## config.mk

```make
export PLATFORM = sky130hd
export DESIGN_NAME = vram_hdma
export DESIGN_NICKNAME = d
export VERILOG_FILES = /design/src/rtl/vram_hdma.sv
export SDC_FILE = /design/constraint.sdc
export NUM_CORES = 1
export LEC_CHECK = 0
export CAP_MARGIN = 20
export CORE_MARGIN = 10
export CORE_UTILIZATION = 55
export CTS_CLUSTER_SIZE = 25
export DETAILED_ROUTE_END_ITERATION = 12
export PLACE_DENSITY_LB_ADDON = 0.3
export SYNTH_ARGS = -nofsm -noshare
export SYNTH_HDL_FRONTEND = slang
export SYNTH_SLANG_ARGS = --single-unit
```

## constraint.sdc

```tcl
create_clock -name clk -period 6.2 [get_ports clk]
set_clock_uncertainty 0.2 [all_clocks]
set_input_delay 1.24 -clock clk [delete_from_list [all_inputs] [get_ports clk]]
set_output_delay 1.24 -clock clk [all_outputs]
set_load 0.01 [all_outputs]
```

## src/rtl/vram_hdma.sv

```systemverilog
// ---------------------------------------------------------------------------
// vram_hdma -- CGB-style VRAM DMA controller (HDMA1..HDMA5 at FF51..FF55).
//
// Copies 16-byte blocks from the ext/WRAM source bus into VRAM, either as a
// single general-purpose burst (GDMA) or one block per HBlank entry (HDMA).
// While bytes are moving the engine owns the relevant bus through the occupy
// flags and holds the CPU at its M-cycle boundary.
//
// Optional feature: define VRAM_HDMA_HBLANK_EN to enable HBlank mode (HWAIT
// state, hblank input). Without it, every FF55 start runs as GDMA and the
// hblank input is ignored.
//
// Ports:
//   clk, rst          system clock, asynchronous active-high reset
//   ct                T-cycle index within the CPU M-cycle
//   mmio_a/din/wr/rd  CPU register access (wr pre-decoded to FF51..FF55)
//   mmio_dout         register read data (HDMA1..4 read FF)
//   hblank            PPU mode-0 level
//   src_a/rd/din      source bus; src_din is valid the cycle after src_rd
//   vram_a/dout/wr    VRAM write port
//   occupy_extbus     engine owns the ext/WRAM bus (read phase)
//   occupy_vidbus     engine owns the VRAM bus (write phase)
//   cpu_stall         hold CPU while a burst/block is being moved
//   busy              transfer pending or active
// ---------------------------------------------------------------------------
module vram_hdma #(
    parameter int unsigned BYTE_CYCLES = 2,
    parameter logic [15:0] MMIO_BASE   = 16'hFF51
) (
    input  logic        clk,
    input  logic        rst,
    input  logic [1:0]  ct,
    input  logic [15:0] mmio_a,
    input  logic [7:0]  mmio_din,
    input  logic        mmio_wr,
    input  logic        mmio_rd,
    output logic [7:0]  mmio_dout,
    input  logic        hblank,
    output logic [15:0] src_a,
    output logic        src_rd,
    input  logic [7:0]  src_din,
    output logic [15:0] vram_a,
    output logic [7:0]  vram_dout,
    output logic        vram_wr,
    output logic        occupy_extbus,
    output logic        occupy_vidbus,
    output logic        cpu_stall,
    output logic        busy
);

    typedef enum logic [2:0] {
        IDLE,
        ALIGN,
        XFER_RD,
        XFER_WR
`ifdef VRAM_HDMA_HBLANK_EN
        , HWAIT
`endif
    } state_t;

    // With 4 clk per byte each phase is held one extra cycle.
    localparam logic LONG_PHASE = (BYTE_CYCLES == 4);

    state_t      state;
    logic [15:4] src_reg;      // HDMA1/2, low nibble implicitly 0
    logic [12:4] dst_reg;      // HDMA3/4, only bits 12:4 exist
    logic [15:0] src_ptr;      // running counters, loaded at each start
    logic [12:0] dst_ptr;
    logic [6:0]  remaining;    // blocks left minus 1
    logic [3:0]  byte_idx;     // byte within the current block
    logic        sub;          // second cycle of a held phase
    logic        hdma_mode;
    logic        cancel_pend;  // cancel seen while a block was in flight
    logic [13:0] dst_nxt;

    logic wr_hdma1, wr_hdma2, wr_hdma3, wr_hdma4, wr_hdma5;
    logic cancel_req;

    assign wr_hdma1 = mmio_wr && (mmio_a == MMIO_BASE);
    assign wr_hdma2 = mmio_wr && (mmio_a == MMIO_BASE + 16'd1);
    assign wr_hdma3 = mmio_wr && (mmio_a == MMIO_BASE + 16'd2);
    assign wr_hdma4 = mmio_wr && (mmio_a == MMIO_BASE + 16'd3);
    assign wr_hdma5 = mmio_wr && (mmio_a == MMIO_BASE + 16'd4);

    // Only a running HDMA can be cancelled; GDMA keeps the CPU stalled.
    assign cancel_req = wr_hdma5 && !mmio_din[7] && hdma_mode;

    // Bit 13 is the carry out of the 13-bit VRAM offset.
    assign dst_nxt = {1'b0, dst_ptr} + 14'd1;

`ifdef VRAM_HDMA_HBLANK_EN
    logic hblank_q;
    logic hblank_rise;
    assign hblank_rise = hblank && !hblank_q;
`else
    logic unused_hblank;
    assign unused_hblank = hblank;
`endif

    // Addresses and data are only presented during their own phase.
    assign src_a     = src_rd  ? src_ptr : 16'h0000;
    assign vram_a    = vram_wr ? (16'h8000 | {3'b000, dst_ptr}) : 16'h0000;
    assign vram_dout = vram_wr ? src_din : 8'h00;

    assign mmio_dout = (mmio_rd && (mmio_a == MMIO_BASE + 16'd4))
                     ? {~(busy && hdma_mode), remaining}
                     : 8'hFF;

    // NOTE: all state and registered outputs use non-blocking assignments so
    // every branch below sees the values from before this clock edge.
    always_ff @(posedge clk or posedge rst) begin
        if (rst) begin
            state         <= IDLE;
            src_reg       <= '0;
            dst_reg       <= '0;
            src_ptr       <= '0;
            dst_ptr       <= '0;
            remaining     <= 7'h7F;
            byte_idx      <= '0;
            sub           <= 1'b0;
            hdma_mode     <= 1'b0;
            cancel_pend   <= 1'b0;
            src_rd        <= 1'b0;
            vram_wr       <= 1'b0;
            occupy_extbus <= 1'b0;
            occupy_vidbus <= 1'b0;
            cpu_stall     <= 1'b0;
            busy          <= 1'b0;
`ifdef VRAM_HDMA_HBLANK_EN
            hblank_q      <= 1'b0;
`endif
        end else begin
`ifdef VRAM_HDMA_HBLANK_EN
            hblank_q <= hblank;
`endif
            // Register writes never touch the running counters.
            if (wr_hdma1) src_reg[15:8] <= mmio_din;
            if (wr_hdma2) src_reg[7:4]  <= mmio_din[7:4];
            if (wr_hdma3) dst_reg[12:8] <= mmio_din[4:0];
            if (wr_hdma4) dst_reg[7:4]  <= mmio_din[7:4];

            case (state)
                IDLE: begin
                    if (wr_hdma5) begin
                        remaining   <= mmio_din[6:0];
                        src_ptr     <= {src_reg, 4'h0};
                        dst_ptr     <= {dst_reg, 4'h0};
                        byte_idx    <= '0;
                        sub         <= 1'b0;
                        cancel_pend <= 1'b0;
                        busy        <= 1'b1;
`ifdef VRAM_HDMA_HBLANK_EN
                        hdma_mode   <= mmio_din[7];
                        state       <= mmio_din[7] ? HWAIT : ALIGN;
`else
                        hdma_mode   <= 1'b0;
                        state       <= ALIGN;
`endif
                    end
                end

                ALIGN: begin
                    if (cancel_req) begin
                        state     <= IDLE;
                        busy      <= 1'b0;
                        hdma_mode <= 1'b0;
                    end else if (ct == 2'd3) begin
                        // Next cycle is T0 of a fresh M-cycle.
                        state         <= XFER_RD;
                        src_rd        <= 1'b1;
                        occupy_extbus <= 1'b1;
                        cpu_stall     <= 1'b1;
                    end
                end

                XFER_RD: begin
                    if (cancel_req) cancel_pend <= 1'b1;
                    if (sub == LONG_PHASE) begin
                        sub           <= 1'b0;
                        state         <= XFER_WR;
                        src_rd        <= 1'b0;
                        occupy_extbus <= 1'b0;
                        vram_wr       <= 1'b1;
                        occupy_vidbus <= 1'b1;
                    end else begin
                        sub <= 1'b1;
                    end
                end

                XFER_WR: begin
                    if (cancel_req) cancel_pend <= 1'b1;
                    if (sub == LONG_PHASE) begin
                        sub           <= 1'b0;
                        vram_wr       <= 1'b0;
                        occupy_vidbus <= 1'b0;
                        src_ptr       <= src_ptr + 16'd1;
                        dst_ptr       <= dst_nxt[12:0];
                        byte_idx      <= byte_idx + 4'd1;
                        if (byte_idx == 4'hF && (remaining == 7'd0 || dst_nxt[13]
                                                 || cancel_pend || cancel_req)) begin
                            // Completion, VRAM wrap or cancel: stop at block end.
                            remaining <= dst_nxt[13] ? 7'h7F : remaining - 7'd1;
                            state     <= IDLE;
                            busy      <= 1'b0;
                            cpu_stall <= 1'b0;
                            hdma_mode <= 1'b0;
`ifdef VRAM_HDMA_HBLANK_EN
                        end else if (byte_idx == 4'hF && hdma_mode) begin
                            remaining <= remaining - 7'd1;
                            state     <= HWAIT;
                            cpu_stall <= 1'b0;
`endif
                        end else begin
                            if (byte_idx == 4'hF) remaining <= remaining - 7'd1;
                            state         <= XFER_RD;
                            src_rd        <= 1'b1;
                            occupy_extbus <= 1'b1;
                        end
                    end else begin
                        sub <= 1'b1;
                    end
                end

`ifdef VRAM_HDMA_HBLANK_EN
                HWAIT: begin
                    // A cancel in the same cycle as the edge wins.
                    if (cancel_req) begin
                        state     <= IDLE;
                        busy      <= 1'b0;
                        hdma_mode <= 1'b0;
                    end else if (hblank_rise) begin
                        state <= ALIGN;
                    end
                end
`endif

                default: state <= IDLE;
            endcase
        end
    end

endmodule
```

# After elaboration in Yosys (flattened, before gate mapping)
# Index checks and enable logic that the tools add are counted.
# word_totals
in_bits,39
output_inout_bits,54
regBits,71
word_cells,120
# op_classes
n_addsub,4
eq_ne,21
n_mux,46
bitwise,1
n_reduce_logical,32
# op_table
op,n
"16-bit == test, second input constant",5
16-bit two-way mux,4
7-bit two-way mux,5
16-bit one-hot mux with 2 select lines,1
13-bit two-way mux,2
13-bit one-hot mux with 2 select lines,1
"16-bit by 1-bit adder with 16-bit output, second input constant",1
8-bit two-way mux,2
"2-bit inequality test, second input constant",8
3-bit two-way mux,5
"13-bit by 1-bit adder with 14-bit output, second input constant",1
7-bit one-hot mux with 2 select lines,1
1-bit two-way mux,13
3-bit one-hot mux with 4 select lines,1
1-bit logical AND,10
5-bit AND reduction,2
1-bit one-hot mux with 3 select lines,3
3-bit AND reduction,3
4-bit two-way mux,2
1-bit one-hot mux with 2 select lines,4
4-bit one-hot mux with 2 select lines,1
4-bit AND reduction,2
2-bit nonzero test,4
7-bit zero test,1
other kinds (17),22

# Logic depth before layout (Yosys ltp)
# logic_depth
ltp_word,9
ltp_mapped,9
mapped_depth_nobuf,7

# Worst setup path after synthesis
# Ideal clock, no wire load.
# synth_path
kind,input -> output
from,in mmio_a[11]
to,out mmio_dout[2]
path_buffers,0
slack_ns,2.431
required_ns,4.760
arrival_time_ns,2.329
cell_stages,4
path_cell_list,nand4_1 nor2_1 nand2_1 or3_1
# synth_between
elab_chain_len,3
# synth_rtl
item,line,rtl
"start, declared",33,"input logic [15:0] mmio_a,"
16-bit == test,105,assign mmio_dout = (mmio_rd && (mmio_a == MMIO_BASE + 16'd4))
1-bit logical AND,105,
8-bit two-way mux,106,"? {~(busy && hdma_mode), remaining}"
"end, declared",37,"output logic [7:0] mmio_dout,"
# No other way between the ends.

# Final worst setup path
# layout_path
from,in mmio_a[10]
to,out mmio_dout[2]
# Same word-level chain as after synthesis.

==> results.md <==
* Fin crit period at 5.04 ns
* Drt drc at 0
* Status: finished clean
* Worst-margin pin slew at 0.852 ns
* CTS Buf Count at 9
* Starting DRT DRC Count at 397
* R2r setup slk at 2.93 ns
* WP data required at 4.76 ns
* Setup Viol. Count Final at 0
* Final HPWL DP at 8950 um
* Initial core utilization at 0.568
* PwrDens at 433 nW/um^2
* Leak Pwr at 2.22 nW
* Synth warn at 0
* H-tree levels at 3
* Largest net degree at the start of global routing at 69
* CP peak stage delay at 0.56 ns
* Hold buffers post-CTS at 0
* Site row count at 32
* Post-Route WL at 12500 um
* Via Count at 4147
* Post-Syn Area at 4390 um^2
* Max Fclk at 0.199 GHz
* # resized after CTS at 0
* Final ANT Viol Nets at 0
* Most used cell, CP: clkdlybuf4s50_1
* Antenna Cells at 0
* Core region area at 7730 um^2
* WP data arrival at 3.60 ns
* CP max-delay cell: nor2_1
* Max IR drop VDD at 0.224 mV
* Vias per cell at 6.39
* Vias in the first global route at 4001
* Pre-Repair DR Iteration Count at 8
* Critical path startpoint category: input pin
* Gr ovfl total at 0
* DIE AREA at 11900 um^2
* Post-Synthesis Cells at 472
* Post-CTS setup buffer count at 0
* Clock Latency Late Sink at 0.35 ns
* CTS tree: done
* Die Span Y at 109 um
* Inst Count DP at 633
* Most frequent cells in the layout: clkdlybuf4s50_1, dfrtp_1, nor2_1
* Syn-to-layout area delta at 24.0%
* Initial antenna violation count at 0
* Number of distinct standard cells referenced by the synthesized netlist at 71
* Top FF cell, synth: dfrtp_1
* Clk sink count at 68
* Nets@finish at 591
* RSZ-0062 raised after global routing: false
* Clk buf depth at 2
* Layout cells sized above 1 at 0.126
* Port buffer count at 88
* #FFs+latches synth at 68
* Asr flop ratio synth at 1.00
* Final slew viol count at 0
* Crit. End Element: output port
* Hold Violations, Final at 0
* EDFF count, synth at 0
* CP Class: input pin to output port
* Max FFs per register at 16
* Final Cycle Share at 0.812
* Mean Syn Cell Area at 9.29 um^2
* Max Cap Viol at 0
* Clk slew on worst S/H paths at 0.08 ns
* CTS root buf: clkbuf_8
* Global-route wire length before repair at 19900 um
* Non-filler cells, final at 649
* Max-slew headroom at 0.432
* Gr usage total at 0.208
* Sequential-to-total area share from yosys stat at 0.390
* Die width at 109 um
* Gp weighted congestion at 0.894
* Cell Chain, Critical Path: clkdlybuf4s50_1 -> nand4_1 -> nor2_1 -> nand2_1 -> or3_1 -> clkdlybuf4s50_1
* # fillers at 567
* IO Count at 93
* Worst hold path type: flop to flop
* Routed WL per cell at 19.3 um
* Most common cell after layout, fill and taps aside: clkdlybuf4s50_1
* Critical path peak fanout at 6
* Setup Total Neg Slack at 0 ns
## cells in the mapped netlist, drive strengths merged, types with 15 or more instances
master | n | area (um^2)
a21oi | 16 | 87.6
and2 | 37 | 231
nor2 | 45 | 171
o21ai | 22 | 133
inv | 15 | 56.3
clkbuf | 17 | 63.8
nand4 | 15 | 109
nor3 | 15 | 86.3
dfrtp | 61 | 1530
buf | 17 | 133
nand2 | 30 | 120
mux2 | 22 | 251
nand3 | 22 | 110
## layer usage
metal	up-vias	track usage	routed length, um
met5	-	0	0
met4	0	0.0967	346
met3	36	0.0626	1420
met2	244	0.327	5730
met1	1996	0.258	5010
li1	1871	-	-
## through the flow
stage / hold slack (ns) / total power, mW / worst slack, ns / area, um^2 / util
2_1_floorplan: 0.271 / 1.52 / 2.43 / 4390 / -
3_3_place_gp: 0.281 / 1.93 / 1.27 / 5230 / 0.677
3_5_place_dp: 0.289 / 1.97 / 1.21 / 5230 / 0.677
4_1_cts: 0.319 / 2.34 / 1.18 / 5420 / 0.702
5_1_grt: 0.338 / 2.51 / 1.09 / 5440 / 0.704
6_report: 0.317 / 2.35 / 1.16 / 5440 / 0.704
## path summary, 6_finish.rpt
path | to | cells past startpoint | from
worst max-delay path | mmio_dout[2] | 6 | mmio_a[10]
worst min-delay path | src_reg[4]$_DFFE_PP0P_ | 1 | src_reg[4]$_DFFE_PP0P_
worst max register to register | dst_ptr[9]$_DFFE_PP0P_ | 8 | state[0]$_DFFE_PP0P_
worst min register to register | src_reg[4]$_DFFE_PP0P_ | 1 | src_reg[4]$_DFFE_PP0P_
max in group asynchronous | dst_ptr[3]$_DFFE_PP0P_ | 3 | rst
min in group asynchronous | busy$_DFFE_PP0P_ | 3 | rst
## worst max-delay path, delay by kind of cell
family        cells  cell delay (ns)
simple gates      4             1.38
buf+inv           2             0.97
## report_power, final
group | switching (mW) | internal, mW | total, mW
Sequential | 0.188 | 0.583 | 0.771
Clock | 0.177 | 0.183 | 0.360
Combinational | 0.645 | 0.579 | 1.22
Total | 1.01 | 1.35 | 2.35
## cells by family after synthesis
kind of cell	count (synthesis)	synth area share
flops	68	0.390
other cells	2	0.00171
fa+ha+maj	9	0.0257
mux	29	0.0733
compound gates	109	0.187
buf+inv	49	0.0576
xor+xnor	1	0.00200
simple gates	205	0.263
## layout make-up
| cell class | count | area [um^2] | share of cell area |
|---|---|---|---|
| multi-input cells | 356 | 2430 | 0.446 |
| well taps | 102 | 128 | 0.0235 |
| flip-flops and latches | 68 | 1710 | 0.315 |
| clock buffers | 9 | 124 | 0.0228 |
| repair buffers | 93 | 926 | 0.170 |
| inverters | 15 | 56.3 | 0.0104 |
| clock inverters | 6 | 66.3 | 0.0122 |
Note: power is estimated with default switching activity, not from simulation.
